**src/rtl/mult_div_unit.sv**
```systemverilog
// mult_div_unit: iterative radix-2 MULT/MULTU/DIV/DIVU unit writing the HI/LO pair.
// Define MULDIV_DIVZERO_FLAG_EN to add the divz output (divide-by-zero indication).
module mult_div_unit #(
    parameter int WIDTH = 32
) (
    input  logic             clk,
    input  logic             rst_n,
    input  logic             start,
    input  logic [1:0]       op,
    input  logic [WIDTH-1:0] rd1,
    input  logic [WIDTH-1:0] rd2,
    output logic             busy,
    output logic             done,
    output logic [WIDTH-1:0] hi,
`ifdef MULDIV_DIVZERO_FLAG_EN
    output logic [WIDTH-1:0] lo,
    output logic             divz
`else
    output logic [WIDTH-1:0] lo
`endif
);

    localparam int CNT_W = $clog2(WIDTH + 1);

    typedef enum logic [1:0] {IDLE, CALC, FIX} state_t;

    state_t             state_q, state_d;
    logic [CNT_W-1:0]   cnt_q, cnt_d;
    logic               div_q, div_d;
    logic               sa_q, sa_d;
    logic               sb_q, sb_d;
    logic               bz_q, bz_d;
    logic [WIDTH-1:0]   a_q, a_d;
    logic [WIDTH-1:0]   b_q, b_d;
    logic [WIDTH-1:0]   rem_q, rem_d;
    logic [WIDTH-1:0]   quo_q, quo_d;
    logic [WIDTH-1:0]   hi_q, hi_d;
    logic [WIDTH-1:0]   lo_q, lo_d;
    logic [2*WIDTH-1:0] prod_q, prod_d;
    logic               done_q, done_d;
`ifdef MULDIV_DIVZERO_FLAG_EN
    logic               divz_q, divz_d;
`endif

    logic               signed_op;
    logic [WIDTH:0]     mul_sum;
    logic [WIDTH:0]     rem_sh;
    logic               rem_ge;
    logic [2*WIDTH-1:0] prod_fix;
    logic [WIDTH-1:0]   quo_fix;
    logic [WIDTH-1:0]   rem_fix;

    // MULT and DIV (op[0]=0) work on magnitudes; signs are restored in FIX.
    assign signed_op = ~op[0];
    assign mul_sum   = {1'b0, prod_q[2*WIDTH-1:WIDTH]} + (prod_q[0] ? {1'b0, a_q} : {(WIDTH+1){1'b0}});
    assign rem_sh    = {rem_q, quo_q[WIDTH-1]};
    assign rem_ge    = rem_sh >= {1'b0, b_q};
    assign prod_fix  = (sa_q ^ sb_q) ? -prod_q : prod_q;
    assign quo_fix   = (sa_q ^ sb_q) ? -quo_q : quo_q;
    assign rem_fix   = sa_q ? -rem_q : rem_q;

    always_ff @(posedge clk or negedge rst_n) begin
        if (!rst_n) begin
            state_q <= IDLE;
            cnt_q   <= '0;
            div_q   <= 1'b0;
            sa_q    <= 1'b0;
            sb_q    <= 1'b0;
            bz_q    <= 1'b0;
            a_q     <= '0;
            b_q     <= '0;
            rem_q   <= '0;
            quo_q   <= '0;
            hi_q    <= '0;
            lo_q    <= '0;
            prod_q  <= '0;
            done_q  <= 1'b0;
`ifdef MULDIV_DIVZERO_FLAG_EN
            divz_q  <= 1'b0;
`endif
        end else begin
            state_q <= state_d;
            cnt_q   <= cnt_d;
            div_q   <= div_d;
            sa_q    <= sa_d;
            sb_q    <= sb_d;
            bz_q    <= bz_d;
            a_q     <= a_d;
            b_q     <= b_d;
            rem_q   <= rem_d;
            quo_q   <= quo_d;
            hi_q    <= hi_d;
            lo_q    <= lo_d;
            prod_q  <= prod_d;
            done_q  <= done_d;
`ifdef MULDIV_DIVZERO_FLAG_EN
            divz_q  <= divz_d;
`endif
        end
    end

    always_comb begin
        state_d = state_q;
        cnt_d   = cnt_q;
        div_d   = div_q;
        sa_d    = sa_q;
        sb_d    = sb_q;
        bz_d    = bz_q;
        a_d     = a_q;
        b_d     = b_q;
        rem_d   = rem_q;
        quo_d   = quo_q;
        hi_d    = hi_q;
        lo_d    = lo_q;
        prod_d  = prod_q;
        done_d  = 1'b0;
`ifdef MULDIV_DIVZERO_FLAG_EN
        divz_d  = divz_q;
`endif
        case (state_q)
            IDLE: begin
                if (start) begin
                    div_d   = op[1];
                    sa_d    = signed_op & rd1[WIDTH-1];
                    sb_d    = signed_op & rd2[WIDTH-1];
                    bz_d    = (rd2 == '0);
                    a_d     = (signed_op & rd1[WIDTH-1]) ? -rd1 : rd1;
                    b_d     = (signed_op & rd2[WIDTH-1]) ? -rd2 : rd2;
                    // Both datapaths are seeded; FIX picks the one matching the op.
                    prod_d  = {{WIDTH{1'b0}}, ((signed_op & rd2[WIDTH-1]) ? -rd2 : rd2)};
                    quo_d   = (signed_op & rd1[WIDTH-1]) ? -rd1 : rd1;
                    rem_d   = '0;
                    cnt_d   = CNT_W'(WIDTH);
                    state_d = CALC;
`ifdef MULDIV_DIVZERO_FLAG_EN
                    divz_d  = 1'b0;
`endif
                end
            end
            CALC: begin
                prod_d = {mul_sum, prod_q[WIDTH-1:1]};
                rem_d  = rem_ge ? WIDTH'(rem_sh - {1'b0, b_q}) : rem_sh[WIDTH-1:0];
                quo_d  = {quo_q[WIDTH-2:0], rem_ge};
                cnt_d  = cnt_q - CNT_W'(1);
                if (cnt_q == CNT_W'(1)) begin
                    state_d = FIX;
                end
            end
            FIX: begin
                if (div_q) begin
                    // With a zero divisor every trial subtract succeeds, so the
                    // remainder path reproduces the dividend; only lo is forced.
                    hi_d = rem_fix;
                    lo_d = bz_q ? {WIDTH{1'b1}} : quo_fix;
                end else begin
                    hi_d = prod_fix[2*WIDTH-1:WIDTH];
                    lo_d = prod_fix[WIDTH-1:0];
                end
                done_d  = 1'b1;
                state_d = IDLE;
`ifdef MULDIV_DIVZERO_FLAG_EN
                divz_d  = div_q & bz_q;
`endif
            end
            default: state_d = IDLE;
        endcase
    end

    assign busy = (state_q != IDLE);
    assign done = done_q;
    assign hi   = hi_q;
    assign lo   = lo_q;
`ifdef MULDIV_DIVZERO_FLAG_EN
    assign divz = divz_q;
`endif

endmodule

```
**config.mk**
```make
export PLATFORM = sky130hd
export DESIGN_NAME = mult_div_unit
export DESIGN_NICKNAME = d
export VERILOG_FILES = /design/src/rtl/mult_div_unit.sv
export SDC_FILE = /design/constraint.sdc
export NUM_CORES = 1
export LEC_CHECK = 0
export BUFFER_PORTS_ARGS = -buffer_cell sky130_fd_sc_hd__buf_2
export CELL_PAD_IN_SITES_DETAIL_PLACEMENT = 0
export CELL_PAD_IN_SITES_GLOBAL_PLACEMENT = 1
export CORE_ASPECT_RATIO = 0.9
export CORE_MARGIN = 4
export CORE_UTILIZATION = 51
export CTS_CLUSTER_DIAMETER = 100
export DETAILED_ROUTE_END_ITERATION = 6
export PLACE_DENSITY = 0.89
export RECOVER_POWER = 100
export SETUP_SLACK_MARGIN = 0.3
export SLEW_MARGIN = 25
export SYNTH_ARGS = -nofsm -noshare
export SYNTH_HDL_FRONTEND = slang
export SYNTH_SLANG_ARGS = --single-unit
```
**constraint.sdc**
```tcl
create_clock -name clk -period 6.2 [get_ports clk]
set_clock_uncertainty 0.15 [all_clocks]
set_input_delay 1.24 -clock clk [delete_from_list [all_inputs] [get_ports clk]]
set_output_delay 1.24 -clock clk [all_outputs]
set_load 0.02 [all_outputs]
```
## Word level (Yosys, flattened, before mapping)

Index checks and enable logic that the tools add are counted.

- Mux-type cells: 22
- Reductions and logical operators: 7
- $lt $le $gt $ge: 1
- Equal/unequal tests: 5
- Bitwise logic cells: 4
- Add/subtract/negate cells: 8

Operators with widths:

| kind | count |
|---|---|
| 32-bit two-way mux | 11 |
| 64-bit two-way mux | 2 |
| 32-bit negation | 4 |
| 32-bit case mux with 2 select lines | 2 |
| 64-bit case mux with 2 select lines | 1 |
| 64-bit negation | 1 |
| 32-bit by 32-bit adder with 33-bit output | 1 |
| 33-bit by 32-bit >= comparator with 1-bit output | 1 |
| 32-bit zero test | 1 |
| 32-bit subtractor | 1 |
| 6-bit case mux with 2 select lines | 1 |
| 6-bit by 1-bit equality test with 1-bit output (second input constant) | 1 |
| 6-bit two-way mux | 1 |
| 2-bit AND reduction | 3 |
| 6-bit by 1-bit subtractor with 6-bit output (second input constant) | 1 |
| 2-bit two-way mux | 2 |
| 2-bit != test (second input constant) | 2 |
| 2-bit case mux with 2 select lines | 1 |
| 2-bit nonzero test | 2 |
| 1-bit bitwise AND | 2 |
| 2-bit by 1-bit equality test with 1-bit output (second input constant) | 1 |
| 2-bit equality test (second input constant) | 1 |
| 2-bit zero test | 1 |
| 1-bit two-way mux | 1 |
| other kinds (2) | 2 |

- Register bits after elaboration: 269

## Logic depth before layout (Yosys ltp)

- Word-level depth: 5
- Depth in mapped cells: 15
- Depth with buffers taken out: 13

## Worst setup path before layout

OpenSTA, ideal clock, no wires.

- Kind: input to register
- Start: input port rd2[9]
- End: register prod_q[30]
- Setup slack: 2.083 ns
- Arrival: 3.841 ns
- Stages: 9
- Data required time: 5.924 ns
- Cell sequence: or4_1 -> or3_1 -> nor4_1 -> and3_1 -> nand2_1 -> o41ai_1 -> xor2_1 -> nor2_1 -> a221o_1

- Longest elaborated chain between the ends: 4

RTL lines:

| what | RTL line | text |
|---|---|---|
| from (decl) | 11 | `input logic [WIDTH-1:0] rd2,` |
| 32-bit negation | 130 | `prod_d = {{WIDTH{1'b0}}, ((signed_op & rd2[WIDTH-1]) ? -rd2 : rd2)};` |
| 32-bit two-way mux | 130 |  |
| 64-bit two-way mux | 122 | `if (start) begin` |
| 64-bit case mux with 2 select lines | 120 | `case (state_q)` |
| to (signal assigned) | 94 | `prod_q <= prod_d;` |
| to (decl) | 39 | `logic [2*WIDTH-1:0] prod_q, prod_d;` |

Every way passes these cells. The select of a mux whose other input is x is not followed.
A chain may end at the register's enable or synchronous reset.

## Final worst setup path

- Start: register state_q[0]
- End: register rem_q[29]

- Longest elaborated chain between the ends: 3
- Elaborated cells on any way between the ends: 6
- Classes of those cells: eq/ne (2); mux (1); reduce/logical (3)

RTL lines:

| what | RTL line | text |
|---|---|---|
| from (decl) | 27 | `state_t state_q, state_d;` |
| from (signal assigned) | 82 | `state_q <= state_d;` |
| 2-bit by 1-bit equality test with 1-bit output / 2-bit zero test (equally long branches) | 120 |  |
| 2-bit nonzero test (no line) / 2-bit != test (equally long branches) | - |  |
| 2-bit AND reduction (no line) | - |  |
| to (signal assigned) | 90 | `rem_q <= rem_d;` |
| to (decl) | 35 | `logic [WIDTH-1:0] rem_q, rem_d;` |

Several ways; a longest one is shown, not always the timed one.

==> metrics.csv <==
stage,metric,value,unit
placed_design,io_buffer_count,134,
placed_design,place_hpwl,40900,um
outcome,status,"finished, violations left",
run,max_cap_violations,6,
timing,final-setup-viol-count,0,
yosys,synth_top_area_share,37.2,%
setup_path,critPathMaxFanout,67,
global_routing,grt_pass1_wl,86800,um
timing,report.final.slew_viol_count,407,
placed_design,dpl_cell_area,19200,um^2
power_and_ir_drop,power_leakage,9.02,nW
yosys,synth_ff_type,dfrtp_1,
yosys,synth_edf_count,0,
yosys,yosys-top-cells-area,"dfrtp_1 (37%), o21ai_0 (6.8%), xor2_1 (5.9%)",
detailed_routing,firstDrtPassIters,5,
timing,fin_crit_sh,82.3,%
yosys,syn_area,18100,um^2
timing,grt_setup_unrepaired,no,
setup_path,criticalPathCategory,reg2reg,
detailed_routing,wirelength,55500,um
global_routing,gr-usage-all-layers,27.9,%
yosys,synthArstFlopShare,100,%
die,die_y,187,um
outcome,violations,"capacitance limit, slew limit",
power_and_ir_drop,powerDensity,674,nW/um^2
setup_path,critPathRequiredTime,6.51,ns
global_routing,antenna_found_initial,2,
die,die_area,38600,um^2
power_and_ir_drop,ir_drop,0.500,mV
finish,layout.cells.non_filler,2693,
finish,num-nets-final,2344,
placed_design,place.gp.congestion,0.928,
timing,whs,0.317,ns
timing,slew_headroom,-140,%
yosys,ys_top_cells_by_count,"dfrtp_1 (269), nand2_1 (262), o21ai_0 (247)",
global_routing,grt_pass1_vias,15500,
finish,syn2layout_area_growth,10.9,%
clock_tree,clock-root-buffer,clkbuf_16,
yosys,ys_warn_count,0,
clock_tree,cts_hold_buf,0,
global_routing,grt_max_degree,158,
yosys,synthDistinctLibCells,66,
detailed_routing,antenna_left,0,
yosys,syn_nets,2270,
clock_tree,cts.sinks,269,
clock_tree,clockBufferDepth,3,
die,rows,65,
power_and_ir_drop,p_total,0.0135,W
die,ioPinCount,135,
die,die_x,207,um
setup_path,arrival,5.42,ns
clock_tree,cts_tree,done,
clock_tree,cts.clk_slew.worst_paths,0.06,ns
detailed_routing,drt_iter0_markers,1502,
yosys,avgSynthCellArea,8.51,um^2
global_routing,grt.overflow.total,0,
detailed_routing,routed_via_density,6.12,
yosys,synth_cells,2128,
timing,period_needed,5.10,ns
clock_tree,clk_latency,0.59,ns
clock_tree,numCtsBuffers,30,
detailed_routing,drc,0,
finish,finalInstanceArea,20100,um^2
timing,fmax,196,MHz
setup_path,startpoint_type,register,
yosys,yosysSeqAreaShare,37.2,%
timing,fin_setup_tns,0,ns
setup_path,reg2reg_depth,4,
clock_tree,cts_setup_buffers,0,
clock_tree,cts_resized,0,
placed_design,place_inst,2638,
min_path,hp-class,reg2reg,
clock_tree,htree_levels,1,
detailed_routing,wl_per_cell,20.6,um
yosys,yosysMostFrequentCell,dfrtp_1,
min_path,holdPathStages,2,
detailed_routing,vias,16500,
timing,hold_viol,0,
setup_path,end_kind,register,
finish,drive_gt1_share,6.80,%
die,initial_utilization,51.6,%
timing,worstMarginPinSlew,3.59,ns
yosys,yosys.area.top_type,dfrtp_1,
die,core,35100,um^2
yosys,ys_seq_elements,269,
==> logic make-up (layout without fill, tap and decap cells) <==
kind of cell | count (synthesis) | in the layout | share of synthesized area, %
other | 0 | 2 | 0
AO/OA/AOI/OAI | 701 | 701 | 24.5
XOR/XNOR | 214 | 214 | 10.4
flip-flops | 269 | 269 | 37.2
adder cells (fa/ha/maj) | 73 | 73 | 5.13
buffers and inverters | 182 | 276 | 3.81
multiplexers | 29 | 29 | 1.64
AND/OR/NAND/NOR | 660 | 660 | 17.4
==> per-stage QoR <==
step / worst slack (ns) / utilization, %
detailed placement: 1.50 / 54.7
floorplan: 2.08 / -
CTS: 1.97 / 57.6
global route: 0.866 / 57.2
global placement: 1.61 / 54.7
finish: 1.10 / 57.3
==> per-layer routing <==
metal | wire length [um] | vias to the layer above | share of wire (%) | GRT usage, %
met3 | 4190 | 64 | 7.5 | 4.05
met5 | 0 | - | 0 | 0
met4 | 1100 | 0 | 2.0 | 5.48
li1 | - | 7830 | - | -
met1 | 25400 | 7987 | 46 | 42.5
met2 | 24900 | 608 | 45 | 42.7
==> critical path: stages (launching register included) <==
cell and delay (ns):
dfrtp_1 0.40, nor2b_4 0.52, clkbuf_1 2.48, nand2_1 0.96, o21ai_0 0.43
==> power breakdown <==
part | total [W] | switching, W | internal (W)
Sequential | 0.00369 | 0.00107 | 0.00262
Combinational | 0.00801 | 0.00477 | 0.00325
Clock | 0.00182 | 0.000744 | 0.00108
==> path summary, 6_finish.rpt <==
check | slack (ns) | endpoint | startpoint
max | 1.10 | rem_q[29]$_DFFE_PN0P_ | state_q[0]$_DFFE_PN0P_
min | 0.32 | hi[13]$_DFFE_PN0P_ | hi[13]$_DFFE_PN0P_
max reg2reg | 1.10 | rem_q[29]$_DFFE_PN0P_ | state_q[0]$_DFFE_PN0P_
min reg2reg | 0.32 | hi[13]$_DFFE_PN0P_ | hi[13]$_DFFE_PN0P_
max in group asynchronous | 2.75 | prod_q[48]$_DFFE_PN0P_ | rst_n
min in group asynchronous | 1.33 | a_q[22]$_DFFE_PN0P_ | rst_n
==> registers in the layout (all words and copies together) (netlist names) <==
name / count
prod_q: 64
a_q: 32
b_q: 32
hi: 32
lo: 32
quo_q: 32
rem_q: 32
cnt_q: 6
state_q: 2
bz_q: 1
div_q: 1
done: 1
sa_q: 1
sb_q: 1
==> placed cells by master, fill, tap and decap left out, types with 18 or more instances in the layout <==
cell       netlist  layout
buf_2            2      65
o31ai_1         38      38
o21ai_0        247     248
nor3_1          31      31
o41ai_1         19      19
a21o_1          78      78
or3_1           25      25
and2_1          40      39
dfrtp_1        269     268
a31oi_1         26      25
nor4_1          23      23
xor2_1         121     120
clkbuf_16        0      30
nand2_1        262     262
o22ai_1         31      31
ha_1            71      71
nor2_1         134     133
mux2i_1         27      27
or4_1           18      18
inv_1           72      72
nand3_1         40      40
clkbuf_1        96      79
xnor2_1         93      92
a21oi_1        126     126
a221o_1         44      44
==> area by class of cell <==
cell class	count	area, um^2
fillers	3219	15000
multi-input cells	1677	10700
flip-flops and latches	269	6730
inverters	72	270
diodes	2	5.00
well taps	469	587
clock inverters	7	110
clock buffers	45	897
repair buffers	152	722
Note: power is estimated with default switching activity, not from simulation.
